**src/rtl/shift_sub_divider_pkg.sv**
```systemverilog
// Shared constants for the shift-subtract divider and its BCD display path.
package shift_sub_divider_pkg;

  localparam int WN_DEF = 16;
  localparam int WD_DEF = 8;
  localparam int BCD_W  = 20;

  typedef enum logic [1:0] {
    S_IDLE = 2'b00,
    S_CALC = 2'b01,
    S_DONE = 2'b10
  } state_t;

endpackage

```
**src/rtl/shift_sub_divider_if.sv**
```systemverilog
// Operand-load / start / done bus between a requester and the divider.
interface shift_sub_divider_if
  import shift_sub_divider_pkg::*;
#(
  parameter int WN = WN_DEF,
  parameter int WD = WD_DEF
);
  // Handshake: start is a level request sampled only in IDLE. done stays high
  // while the result is held. A new division requires start to drop and rise.
  logic              start;
  logic [WN-1:0]     a;
  logic [WD-1:0]     b;
  logic              load_a;
  logic              load_b;
  logic [WN-1:0]     q;
  logic [WD-1:0]     r;
  logic              done;
  logic              div_zero;
  logic [BCD_W-1:0]  q_BCD;
  logic [1:0]        state;

  modport master (
    output start, a, b, load_a, load_b,
    input  q, r, done, div_zero, q_BCD, state
  );

  modport slave (
    input  start, a, b, load_a, load_b,
    output q, r, done, div_zero, q_BCD, state
  );
endinterface

```
**src/rtl/bin16_to_bcd20.sv**
```systemverilog
// Combinational double-dabble: 16-bit binary to five BCD digits.
module bin16_to_bcd20
  import shift_sub_divider_pkg::*;
(
  input  logic [15:0]      bin,
  output logic [BCD_W-1:0] bcd
);

  logic [35:0] sh;

  always_comb begin
    sh = {20'b0, bin};
    for (int i = 0; i < 16; i++) begin
      // Adjust each digit before the shift so it carries correctly into the next.
      for (int d = 0; d < 5; d++) begin
        if (sh[16+4*d +: 4] >= 4'd5) sh[16+4*d +: 4] = sh[16+4*d +: 4] + 4'd3;
      end
      sh = sh << 1;
    end
    bcd = sh[35:16];
  end

endmodule

```
**src/rtl/shift_sub_divider.sv**
```systemverilog
// Sequential restoring divider: one quotient bit per clock, result latched on completion.
module shift_sub_divider
  import shift_sub_divider_pkg::*;
#(
  parameter int WN = WN_DEF,
  parameter int WD = WD_DEF
)(
  input  logic                clk_10kHz,
  input  logic                clrn,
  shift_sub_divider_if.slave  bus
);

  localparam int CW = $clog2(WN + 1);

  state_t           state_q, state_d;
  logic [WN-1:0]    a_reg, qsh, q_reg;
  logic [WD-1:0]    b_reg, r_reg;
  logic [WD:0]      rem;
  logic [CW-1:0]    cnt;
  logic             dz;
  logic [WD:0]      t, rem_nx;
  logic             ge;
  logic [BCD_W-1:0] q_bcd;

  // One restoring step: shift the next dividend bit in and try the subtraction.
  always_comb begin
    t      = {rem[WD-1:0], qsh[WN-1]};
    ge     = (t >= {1'b0, b_reg});
    rem_nx = ge ? (t - {1'b0, b_reg}) : t;
  end

  always_comb begin
    state_d = S_IDLE;
    case (state_q)
      S_IDLE:  state_d = bus.start ? ((b_reg != '0) ? S_CALC : S_DONE) : S_IDLE;
      S_CALC:  state_d = (cnt == CW'(1)) ? S_DONE : S_CALC;
      S_DONE:  state_d = bus.start ? S_DONE : S_IDLE;
      default: state_d = S_IDLE;
    endcase
  end

  always_ff @(posedge clk_10kHz or negedge clrn) begin
    if (!clrn) state_q <= S_IDLE;
    else       state_q <= state_d;
  end

  always_ff @(posedge clk_10kHz or negedge clrn) begin
    if (!clrn) begin
      a_reg <= '0;
      b_reg <= '0;
      qsh   <= '0;
      rem   <= '0;
      cnt   <= '0;
      q_reg <= '0;
      r_reg <= '0;
      dz    <= 1'b0;
    end else begin
      // Operands are frozen while an iteration is running.
      if (state_q != S_CALC) begin
        if (bus.load_a) a_reg <= bus.a;
        if (bus.load_b) b_reg <= bus.b;
      end
      case (state_q)
        S_IDLE: begin
          if (bus.start) begin
            if (b_reg != '0) begin
              qsh <= a_reg;
              rem <= '0;
              cnt <= CW'(WN);
              dz  <= 1'b0;
            end else begin
              q_reg <= '1;
              r_reg <= '0;
              dz    <= 1'b1;
            end
          end
        end
        S_CALC: begin
          qsh <= {qsh[WN-2:0], ge};
          rem <= rem_nx;
          cnt <= cnt - 1'b1;
          if (cnt == CW'(1)) begin
            q_reg <= {qsh[WN-2:0], ge};
            r_reg <= rem_nx[WD-1:0];
          end
        end
        default: ;
      endcase
    end
  end

  bin16_to_bcd20 u_bcd (
    .bin (q_reg),
    .bcd (q_bcd)
  );

  assign bus.q        = q_reg;
  assign bus.r        = r_reg;
  assign bus.done     = (state_q == S_DONE);
  assign bus.div_zero = dz;
  assign bus.q_BCD    = q_bcd;
  assign bus.state    = state_q;

endmodule
```
**src/flat_wrapper.sv**
```systemverilog
// flat-port wrapper written by rule: the top's interface ports become plain ports
module shift_sub_divider_flat import shift_sub_divider_pkg::*;
#(
  parameter int WN = WN_DEF,
  parameter int WD = WD_DEF
)
  (clk_10kHz, clrn, bus_start, bus_a, bus_b, bus_load_a, bus_load_b, bus_q, bus_r, bus_done, bus_div_zero, bus_q_BCD, bus_state);
  shift_sub_divider_if #(.WN(WN), .WD(WD)) bus_i ();
  input  logic clk_10kHz;
  input  logic clrn;
  input wire logic [$bits(bus_i.start)-1:0] bus_start;
  input wire logic [$bits(bus_i.a)-1:0] bus_a;
  input wire logic [$bits(bus_i.b)-1:0] bus_b;
  input wire logic [$bits(bus_i.load_a)-1:0] bus_load_a;
  input wire logic [$bits(bus_i.load_b)-1:0] bus_load_b;
  output wire logic [$bits(bus_i.q)-1:0] bus_q;
  output wire logic [$bits(bus_i.r)-1:0] bus_r;
  output wire logic [$bits(bus_i.done)-1:0] bus_done;
  output wire logic [$bits(bus_i.div_zero)-1:0] bus_div_zero;
  output wire logic [$bits(bus_i.q_BCD)-1:0] bus_q_BCD;
  output wire logic [$bits(bus_i.state)-1:0] bus_state;
  assign bus_i.start = bus_start;
  assign bus_i.a = bus_a;
  assign bus_i.b = bus_b;
  assign bus_i.load_a = bus_load_a;
  assign bus_i.load_b = bus_load_b;
  assign bus_q = bus_i.q;
  assign bus_r = bus_i.r;
  assign bus_done = bus_i.done;
  assign bus_div_zero = bus_i.div_zero;
  assign bus_q_BCD = bus_i.q_BCD;
  assign bus_state = bus_i.state;
  shift_sub_divider #(.WN(WN), .WD(WD)) u_core (.clk_10kHz(clk_10kHz), .clrn(clrn), .bus(bus_i));
endmodule
```
**config.mk**
```make
export PLATFORM = sky130hd
export DESIGN_NAME = shift_sub_divider_flat
export DESIGN_NICKNAME = d
export VERILOG_FILES = /design/src/rtl/shift_sub_divider_pkg.sv /design/src/rtl/shift_sub_divider_if.sv /design/src/rtl/bin16_to_bcd20.sv /design/src/rtl/shift_sub_divider.sv /design/src/flat_wrapper.sv
export SDC_FILE = /design/constraint.sdc
export NUM_CORES = 1
export LEC_CHECK = 0
export CELL_PAD_IN_SITES_DETAIL_PLACEMENT = 0
export CELL_PAD_IN_SITES_GLOBAL_PLACEMENT = 1
export CORE_MARGIN = 2
export CORE_UTILIZATION = 45
export DETAILED_ROUTE_END_ITERATION = 8
export PLACE_DENSITY = 0.79
export SYNTH_ARGS = -nofsm -noshare
export SYNTH_HDL_FRONTEND = slang
export SYNTH_HIERARCHICAL = 1
export SYNTH_SLANG_ARGS = --single-unit
```
**constraint.sdc**
```tcl
create_clock -name clk_10kHz -period 19.44 [get_ports clk_10kHz]
set_input_delay 4.86 -clock clk_10kHz [delete_from_list [all_inputs] [get_ports clk_10kHz]]
set_output_delay 4.86 -clock clk_10kHz [all_outputs]
set_load 0.01 [all_outputs]
```
=== Word-level counts from Yosys, hierarchy flattened ===
Cells that the tools add are included.

* Add/subtract/negate cells: 67
* Order comparisons: 66
* Eq/ne operators: 8
* Multiplexer cells: 89
* Reductions and logical operators: 8

{| class="wikitable"
|+ Operator list
! kind !! count
|-
| 4-bit by 3-bit >= comparator with 1-bit output (second input constant) || 60
|-
| 4-bit 2-to-1 mux || 51
|-
| 4-bit by 2-bit adder with 4-bit output (second input constant) || 50
|-
| 16-bit 2-to-1 mux || 5
|-
| 16-bit one-hot mux with 2 select lines || 2
|-
| 8-bit 2-to-1 mux || 6
|-
| 3-bit 2-to-1 mux || 14
|-
| 8-bit one-hot mux with 2 select lines || 2
|-
| 3-bit by 2-bit adder with 3-bit output (second input constant) || 10
|-
| 5-bit 2-to-1 mux || 2
|-
| 5-bit one-hot mux with 2 select lines || 1
|-
| 1-bit by 2-bit adder with 3-bit output (both inputs constant) || 3
|-
| 1-bit by 3-bit >= comparator with 1-bit output (both inputs constant) || 3
|-
| 9-bit by 8-bit >= comparator with 1-bit output || 1
|-
| 2-bit 2-to-1 mux || 4
|-
| 8-bit nonzero test || 1
|-
| 8-bit subtractor || 1
|-
| 1-bit by 2-bit adder with 3-bit output (second input constant) || 2
|-
| 1-bit by 3-bit >= comparator with 1-bit output (second input constant) || 2
|-
| 2-bit by 1-bit != test with 1-bit output (second input constant) || 3
|-
| 2-bit one-hot mux with 3 select lines || 1
|-
| 2-bit AND reduction || 3
|-
| 5-bit by 1-bit == test with 1-bit output (second input constant) || 1
|-
| 5-bit by 1-bit subtractor with 5-bit output (second input constant) || 1
|-
| other kinds (8) || 9
|}

* Flip-flop bits (word level): 80
* Input port bits: 29

=== Logic depth before layout (Yosys ltp) ===
* Depth after elaboration: 30
* Mapped depth: 64
* Depth with buffers taken out: 61

=== By module ===
The synthesis kept the hierarchy.

{| class="wikitable"
|+ Modules (own cells, without submodules)
! module !! instances !! cells each !! area an instance (µm²) !! seq. area each (µm²)
|-
| bin16_to_bcd20 || 1 || 755 || 5336.4 || 0.0
|-
| shift_sub_divider || 1 || 379 || 3808.7 || 2001.9
|}

=== Least setup slack after synthesis ===
No wires, ideal clock.

* Kind: register -> output
* From: reg u_core.q_reg[13], in the netlist u_core/bus.q[13]
* To: out bus_q_BCD[18]
* Data arrival time: 11.992 ns
* Required time: 14.580 ns
* Path slack: 2.588 ns
* Cell stages (with the launch flop): 61
* Buffers on the path: 3
* Cells stage by stage: dfrtp_1 buf_2 inv_1 ha_1 inv_1 ha_1 a21oi_4 xnor2_2 ha_1 and2b_1 nor3_1 o31ai_2 nand2_1 ha_1 and2b_1 nor3_1 o311a_4 nor3_4 (+25 left out) o311ai_2 and2_1 buf_2 ha_1 a41oi_1 o211a_1 a311oi_1 o31a_1 or2_4 and3_1 o21ai_1 nand2b_1 xnor2_1 ha_1 inv_1 ha_1 a21o_1 o21ai_0

* Cells in the longest elaborated chain, start to end: 26

{| class="wikitable"
|+ RTL lines
! what !! line !! RTL
|-
| from (decl) || shift_sub_divider.sv:16 || <nowiki>logic [WN-1:0] a_reg, qsh, q_reg;</nowiki>
|-
| from (signal assigned) || shift_sub_divider.sv:83 || <nowiki>q_reg <= {qsh[WN-2:0], ge};</nowiki>
|-
| 4-bit by 2-bit adder with 4-bit output / 4-bit by 3-bit >= comparator with 1-bit output (equally long branches) || bin16_to_bcd20.sv:16 || <nowiki>if (sh[16+4*d +: 4] >= 4'd5) sh[16+4*d +: 4] = sh[16+4*d +: 4] + 4'd3;</nowiki>
|-
| 4-bit 2-to-1 mux * || bin16_to_bcd20.sv:16 ||
|-
| 4-bit by 2-bit adder with 4-bit output / 4-bit by 3-bit >= comparator with 1-bit output (equally long branches) || bin16_to_bcd20.sv:16 ||
|-
| 4-bit 2-to-1 mux || bin16_to_bcd20.sv:16 ||
|-
| 4-bit by 2-bit adder with 4-bit output / 4-bit by 3-bit >= comparator with 1-bit output (equally long branches) || bin16_to_bcd20.sv:16 ||
|-
| 4-bit 2-to-1 mux || bin16_to_bcd20.sv:16 ||
|-
| 4-bit by 2-bit adder with 4-bit output / 4-bit by 3-bit >= comparator with 1-bit output (equally long branches) || bin16_to_bcd20.sv:16 ||
|-
| 4-bit 2-to-1 mux || bin16_to_bcd20.sv:16 ||
|-
| (+10 left out) || -- ||
|-
| 4-bit by 2-bit adder with 4-bit output (tied with other cells) || bin16_to_bcd20.sv:16 ||
|-
| 4-bit 2-to-1 mux / 3-bit 2-to-1 mux (equally long branches) || bin16_to_bcd20.sv:16 ||
|-
| 4-bit by 2-bit adder with 4-bit output (tied with other cells) || bin16_to_bcd20.sv:16 ||
|-
| 4-bit 2-to-1 mux / 3-bit 2-to-1 mux (equally long branches) || bin16_to_bcd20.sv:16 ||
|-
| 4-bit by 2-bit adder with 4-bit output (tied with other cells) || bin16_to_bcd20.sv:16 ||
|-
| 4-bit 2-to-1 mux / 3-bit 2-to-1 mux (equally long branches) || bin16_to_bcd20.sv:16 ||
|-
| 4-bit by 3-bit >= comparator with 1-bit output / 3-bit by 2-bit adder with 3-bit output (equally long branches) || bin16_to_bcd20.sv:16 ||
|-
| 3-bit 2-to-1 mux * || bin16_to_bcd20.sv:16 ||
|-
| to (decl) || flat_wrapper.sv:20 || <nowiki>output wire logic [$bits(bus_i.q_BCD)-1:0] bus_q_BCD;</nowiki>
|}

Every way passes the cells marked *; elsewhere a longest branch is shown, timed or not.

=== Worst setup path in the final report ===
Ends and elaborated chain as after synthesis.

==> flow_summary.yaml <==
clocking:
  cts_tree: "built"
  post-cts-setup-buffers: 0
  root_buffer: "clkbuf_16"
  cts_inserted_buffers: 9
  clk_latency_ns: 0.33
  htreeDepth: 3
  clk_pin_slew_ns: 0.06
  cts_hold_buf: 0
  clock_sinks: 80
  cts_buffer_depth: 2
  cts_resized: 0
finish:
  seqCellArea_um2: 2000
  fin_cells: 1442
  area_growth_pct: 12.8
  fill_cells: 1951
  antenna_cells: 0
  drive_gt1_share_pct: 12.8
  multi_input_area_um2: 6680
  stdcell_area_um2: 10300
  layout_common_cells: "119 x nand2_1, 104 x nor2_1, 79 x dfrtp_1, 75 x clkdlybuf4s50_1, 73 x a21oi_1"
  layout_commonest_cell: "nand2_1"
  nets: 1236
critical_path:
  cp-end-kind: "primary output"
  start_kind: "flip-flop"
  arrival_ns: 13.44
  crit_required_ns: 14.58
  r2r_slack_ns: 16.60
  cp_common_cell: "ha_1"
  crit_type: "reg -> out"
  critPathMaxStageDelay_ns: 0.55
  slowest_stage: "clkdlybuf4s50_1"
  r2r_start: "u_core/rem[3]"
  reg2reg_to: "u_core/bus.r[2]"
  ff2ff_path_depth: 6
  crit_family: "simple AND/OR/NAND/NOR gates"
  worstPathMaxFanout: 11
  critPathBufInv: 6
hold_path:
  holdPathStages: 1
  hold_end: "u_core/a_reg[10]"
  min_path_type: "reg -> reg"
  min_from: "u_core/a_reg[10]"
outcome:
  status: "completed"
grt:
  grt_overflow: 0
  grt_pass1_vias: 7816
  grt_max_degree: 81
  antenna_found_initial: 0
  grt.total_usage_pct: 20.2
  grt_pass1_wl_mm: 37.7
routing:
  drc: 0
  drt_wl_total_mm: 22.4
  num_vias: 8616
  postRouteAntennaNets: 0
  drt-vias-per-instance: 5.98
  drt_pre_antenna_iters: 5
  drt_iter0_drc: 582
  wl_per_cell_um: 15.6
sta:
  finalSetupTns_ns: 0
  fmax_mhz: 54.6
  post-route-period-util_pct: 94.1
  finalCriticalPeriod_ns: 18.30
  setup_viol_count_final: 0
  relSlewSlack_pct: 31.1
  finClkSkew_ns: 0.00794
  hold_violations: 0
  worstMarginPinSlew_ns: 1.03
  drv_slew: 0
logic_synthesis:
  yosysUniqueCellTypes: 127
  netlist_area_um2: 9150
  async_flop_share_pct: 100
  synth_warnings: 6
  synth-edff-count: 0
  netlist_instances: 1134
  ys_ff_latch: 80
  syn-num-nets: 1202
  yosysSeqAreaShare_pct: 21.9
  synthFlopType: "dfrtp_1"
  syn_avg_cell_area_um2: 8.06
placement:
  hpwl_mm: 16.2
  portBuffers: 76
  place.gp.congestion: 0.827
  dp_cells: 1427
  dpl-instance-area_um2: 9990
die:
  fp.dieW_um: 147
  die_h_um: 147
  row_count: 52
  die_area_um2: 21500
  core-area_um2: 20100
  start_util_pct: 45.5
  pin_count: 77
run:
  maxCapViolCount: 0
-- worst max-delay path by stage --
stage                     to  slack [ns]  cells after the start             start
6_report       bus_q_BCD[18]        1.14                     60  u_core/bus.q[13]
4_1_cts        bus_q_BCD[18]        0.77                     58  u_core/bus.q[13]
3_5_place_dp   bus_q_BCD[18]        1.15                     58  u_core/bus.q[13]
3_3_place_gp   bus_q_BCD[18]        1.50                     58  u_core/bus.q[13]
5_1_grt        bus_q_BCD[18]       -0.02                     59  u_core/bus.q[13]
2_1_floorplan  bus_q_BCD[18]        2.59                     60  u_core/bus.q[13]
-- logic make-up (layout without fill, tap and decap cells) --
logic type / Yosys count / after routing / share of synthesized area (%)
AOI/OAI and AO/OA: 389 / 389 / 32.7
xor gates and xnor gates: 31 / 31 / 3.82
adders and majority gates: 42 / 42 / 5.76
buffers and inverters: 108 / 146 / 5.27
DFF: 80 / 80 / 21.9
muxes: 55 / 55 / 7.13
and+or+nand+nor: 429 / 429 / 23.5
-- layout make-up --
| cell class | count | area share, % |
|---|---|---|
| well taps | 270 | 3.27 |
| flip-flops and latches | 80 | 19.4 |
| repair buffers | 81 | 7.71 |
| clock inverters | 5 | 0.788 |
| inverters | 50 | 1.87 |
| multi-input cells | 946 | 64.7 |
| clock buffers | 10 | 2.22 |
-- through the flow --
stage	setup slack, ns	hold slack, ns	utilization, %
detailed placement	1.15	0.484	49.7
global placement	1.50	0.487	49.7
finish	1.14	0.506	51.3
floorplan	2.59	0.479	-
CTS	0.770	0.508	51.2
global route	-0.0184	0.521	51.3
-- metal layers --
| layer | vias to the layer above | GRT usage (%) | part of all wire (%) |
|---|---|---|---|
| met5 | - | 0 | 0 |
| met4 | 0 | 3.50 | 0.79 |
| met3 | 15 | 2.28 | 3.3 |
| met2 | 134 | 33.1 | 46 |
| met1 | 4105 | 29.2 | 50 |
| li1 | 4362 | - | - |
-- cell usage after synthesis (all sizes together), types with 23 or more instances --
cell type	number	area share, %
nand3	39	2.3
clkbuf	34	1.4
ha	38	5.2
inv	47	1.9
a21oi	84	5.2
nor2	108	4.7
dfrtp	80	22
nand2	121	5.0
o21ai	61	3.5
mux2	39	5.0
nor3	41	2.4
buf	23	1.7
a31oi	34	2.6
Power is left out: the tool's default activity adds up to more than one toggle a clock period on the data nets, which glitch-free logic cannot reach.
==> edit, RTL diff (same settings) <==
Set the package constant `WD_DEF` to 12 (it was 8).
--- a/src/rtl/shift_sub_divider_pkg.sv
+++ b/src/rtl/shift_sub_divider_pkg.sv
@@ -2,7 +2,7 @@
 package shift_sub_divider_pkg;
 
   localparam int WN_DEF = 16;
-  localparam int WD_DEF = 8;
+  localparam int WD_DEF = 12;
   localparam int BCD_W  = 20;
 
   typedef enum logic [1:0] {
Ports: changed (resized bus_b and bus_r); port bits go from 77 to 85. The function was not compared with the original's and may differ.
==> edit against the unedited design <==
  * Non-clock buffer count is 10 higher
  * Largest cell class unchanged
  * Wire length grew 5.4%
  * Critical path depth decreased by 5
  * Sequential cell count up 12
  * Register-to-register slack improved by 110 ps
  * Synthesized area grew 6.2%
  * Cell area grew 7.2%
  * Critical endpoint is now bus_q_BCD[11]
  * Setup slack better by 97 ps
  * Core utilization grew 1.1 points
Power is not shown: default switching activity piles up to over one toggle a cycle in this logic, so the estimate is an artifact.
==> edit: results (changes against the unedited design) <==
Timing:
- The worst hold margin is 494 ps (-12.7 ps).
- The worst slew margin relative to its limit is 22.5% (-8.7 points).
- The maximum clock skew at final layout is 11.3 ps (+3.35 ps).

Routing:
- The total iterations of the first detailed-routing run is 5 (unchanged).
- The via count is 9014 (+4.6%).
- The routed wire length is 23.6 mm (+5.4%).
- The count of routing violations after the opening detailed-route iteration is 548 (-5.8%).
- The detail-routed via count per cell was 5.95 (-0.49%).

Critical path:
- The peak per-stage delay on the critical path is 530 ps (-20 ps).
- The data arrival time of the critical path is 13340 ps (-100 ps).
- The worst-case reg-to-reg path depth is 5 (-1).
- The slowest stage of the critical path belongs to the cell sky130_fd_sc_hd__xnor3_2.
- The worst flop-to-flop path startpoint is u_core/bus.state[0].
- The worst register-to-register path ends at u_core/bus.q[1].
- The register-to-register setup slack is 16710 ps (+110 ps).

Layout:
- The number of inserted filler cells in the final layout is 2082 (+6.7%).
- The layout cell share with drive strength beyond 1 is 13.2% (+0.42 points).
- The total inserted antenna cells is 0 (unchanged).

Synthesis:
- The number of distinct library cells after synthesis is 130 (+2.4%).
- By count the netlist is led by 122 x sky130_fd_sc_hd__nand2_1, 107 x sky130_fd_sc_hd__nor2_1, 92 x sky130_fd_sc_hd__dfrtp_1.
- The mean post-synth cell area is 8.16 sq um (+1.2%).
- The async set-or-reset flop fraction in the synthesized netlist is 100% (unchanged).
- The share of synthesized area occupied by flip-flops and latches is 23.7% (+1.8 points).
- Sorting the synthesized cells by area gives the leading types as sky130_fd_sc_hd__dfrtp_1 24%, sky130_fd_sc_hd__ha_1 5.4%, sky130_fd_sc_hd__nand2_1 4.7%.
- The synthesized net count is 1266 (+5.3%).

Placed design:
- The routability congestion estimate came to 0.856 (+3.5%).
- The HPWL after detailed placement was 17.4 mm (+7.4%).
- The number of buffers inserted by port buffering is 84 (+11%).
- The post-placement cell count is 1498 (+5.0%).

Global route:
- The number of global-route vias before repair was 8162 (+4.4%).
- The maximum number of pins on one net before global-route repair is 71 (-12%).
- The wire length of the first global-routing pass came to 39.9 mm (+5.7%).
- The total track usage is 20.8% (+0.55 points).

Worst hold path:
- The number of cells on the worst hold path was 2 (+1).
- The hold-critical path endpoint is u_core/bus.div_zero.
- In this run the most critical hold path is launched from u_core/bus.div_zero.

Outcome:
- The run finished with clean final reports.

Clock network:
- The H-tree depth reported by CTS is 3 (unchanged).
-- edit: cell count changes after synthesis, sizes merged, moves of 4 or more --
cell,delta
nor3,-5
buf,-4
mux2i,+5
o21ai,+23
nand3,+11
mux2,+6
o211ai,-6
inv,+7
o311ai,-4
dfrtp,+12
ha,+4
-- edit: how the worst max path moves through the flow --
stage,end,slack [ps],from
after detailed placement,bus_q_BCD[18],1120,u_core/bus.q[13]
after global placement,bus_q_BCD[18],1540,u_core/bus.q[13]
after global routing,bus_q_BCD[18],30,u_core/bus.q[13]
final,bus_q_BCD[11],1240,u_core/bus.q[13]
after floorplan,bus_q_BCD[18],2590,u_core/bus.q[13]
after CTS,bus_q_BCD[18],720,u_core/bus.q[13]
-- edit: logic make-up after synthesis --
family	after synthesis	share of synthesized area (%)
buffers and inverters	113	4.87
AO/OA/AOI/OAI	392	30.3
XOR/XNOR	36	4.04
adder cells (fa/ha/maj)	46	5.94
AND/OR/NAND/NOR	445	23.1
flip-flops	92	23.7
multiplexers	66	8.00
-- edit: layout make-up --
| cell class | count | share of cell area [%] |
|---|---|---|
| flip-flops and latches | 92 | 20.8 |
| inverters | 57 | 2.01 |
| clock buffers | 11 | 2.10 |
| multi-input cells | 985 | 63.1 |
| well taps | 275 | 3.11 |
| repair buffers | 91 | 8.05 |
| clock inverters | 5 | 0.769 |
-- edit: repair_timing --
item,CTS,global route
gates resized for setup,0,12
endpoints found under the hold margin,0,0
buffers inserted,0,2
setup endpoints to repair,0,11
-- edit: critical path: cells and delay by family, from the launching register on --
kind | cells | cell delay, ps
xor+xnor | 3 | 930
fa+ha+maj | 10 | 2620
flops | 1 | 500
simple gates | 15 | 2910
buf+inv | 5 | 880
compound gates | 19 | 4160
mux | 3 | 940
-- edit: per-layer routing --
layer / share of wire [%] / global-route usage (%) / vias to the layer above
li1: - / - / 4564
met1: 52 / 31.0 / 4296
met2: 45 / 33.1 / 146
met3: 3.4 / 2.56 / 8
met4: 0.35 / 2.80 / 0
met5: 0 / 0 / -
-- edit: through the flow --
step                      worst slack (ps)  area [sq um]  utilization [%]
final                                 1240         11100             52.5
after global routing                  34.5         11100             52.5
after CTS                              717         11000             52.2
after detailed placement              1120         10700             50.7
after global placement                1540         10700             50.7
after floorplan                       2590          9710                -
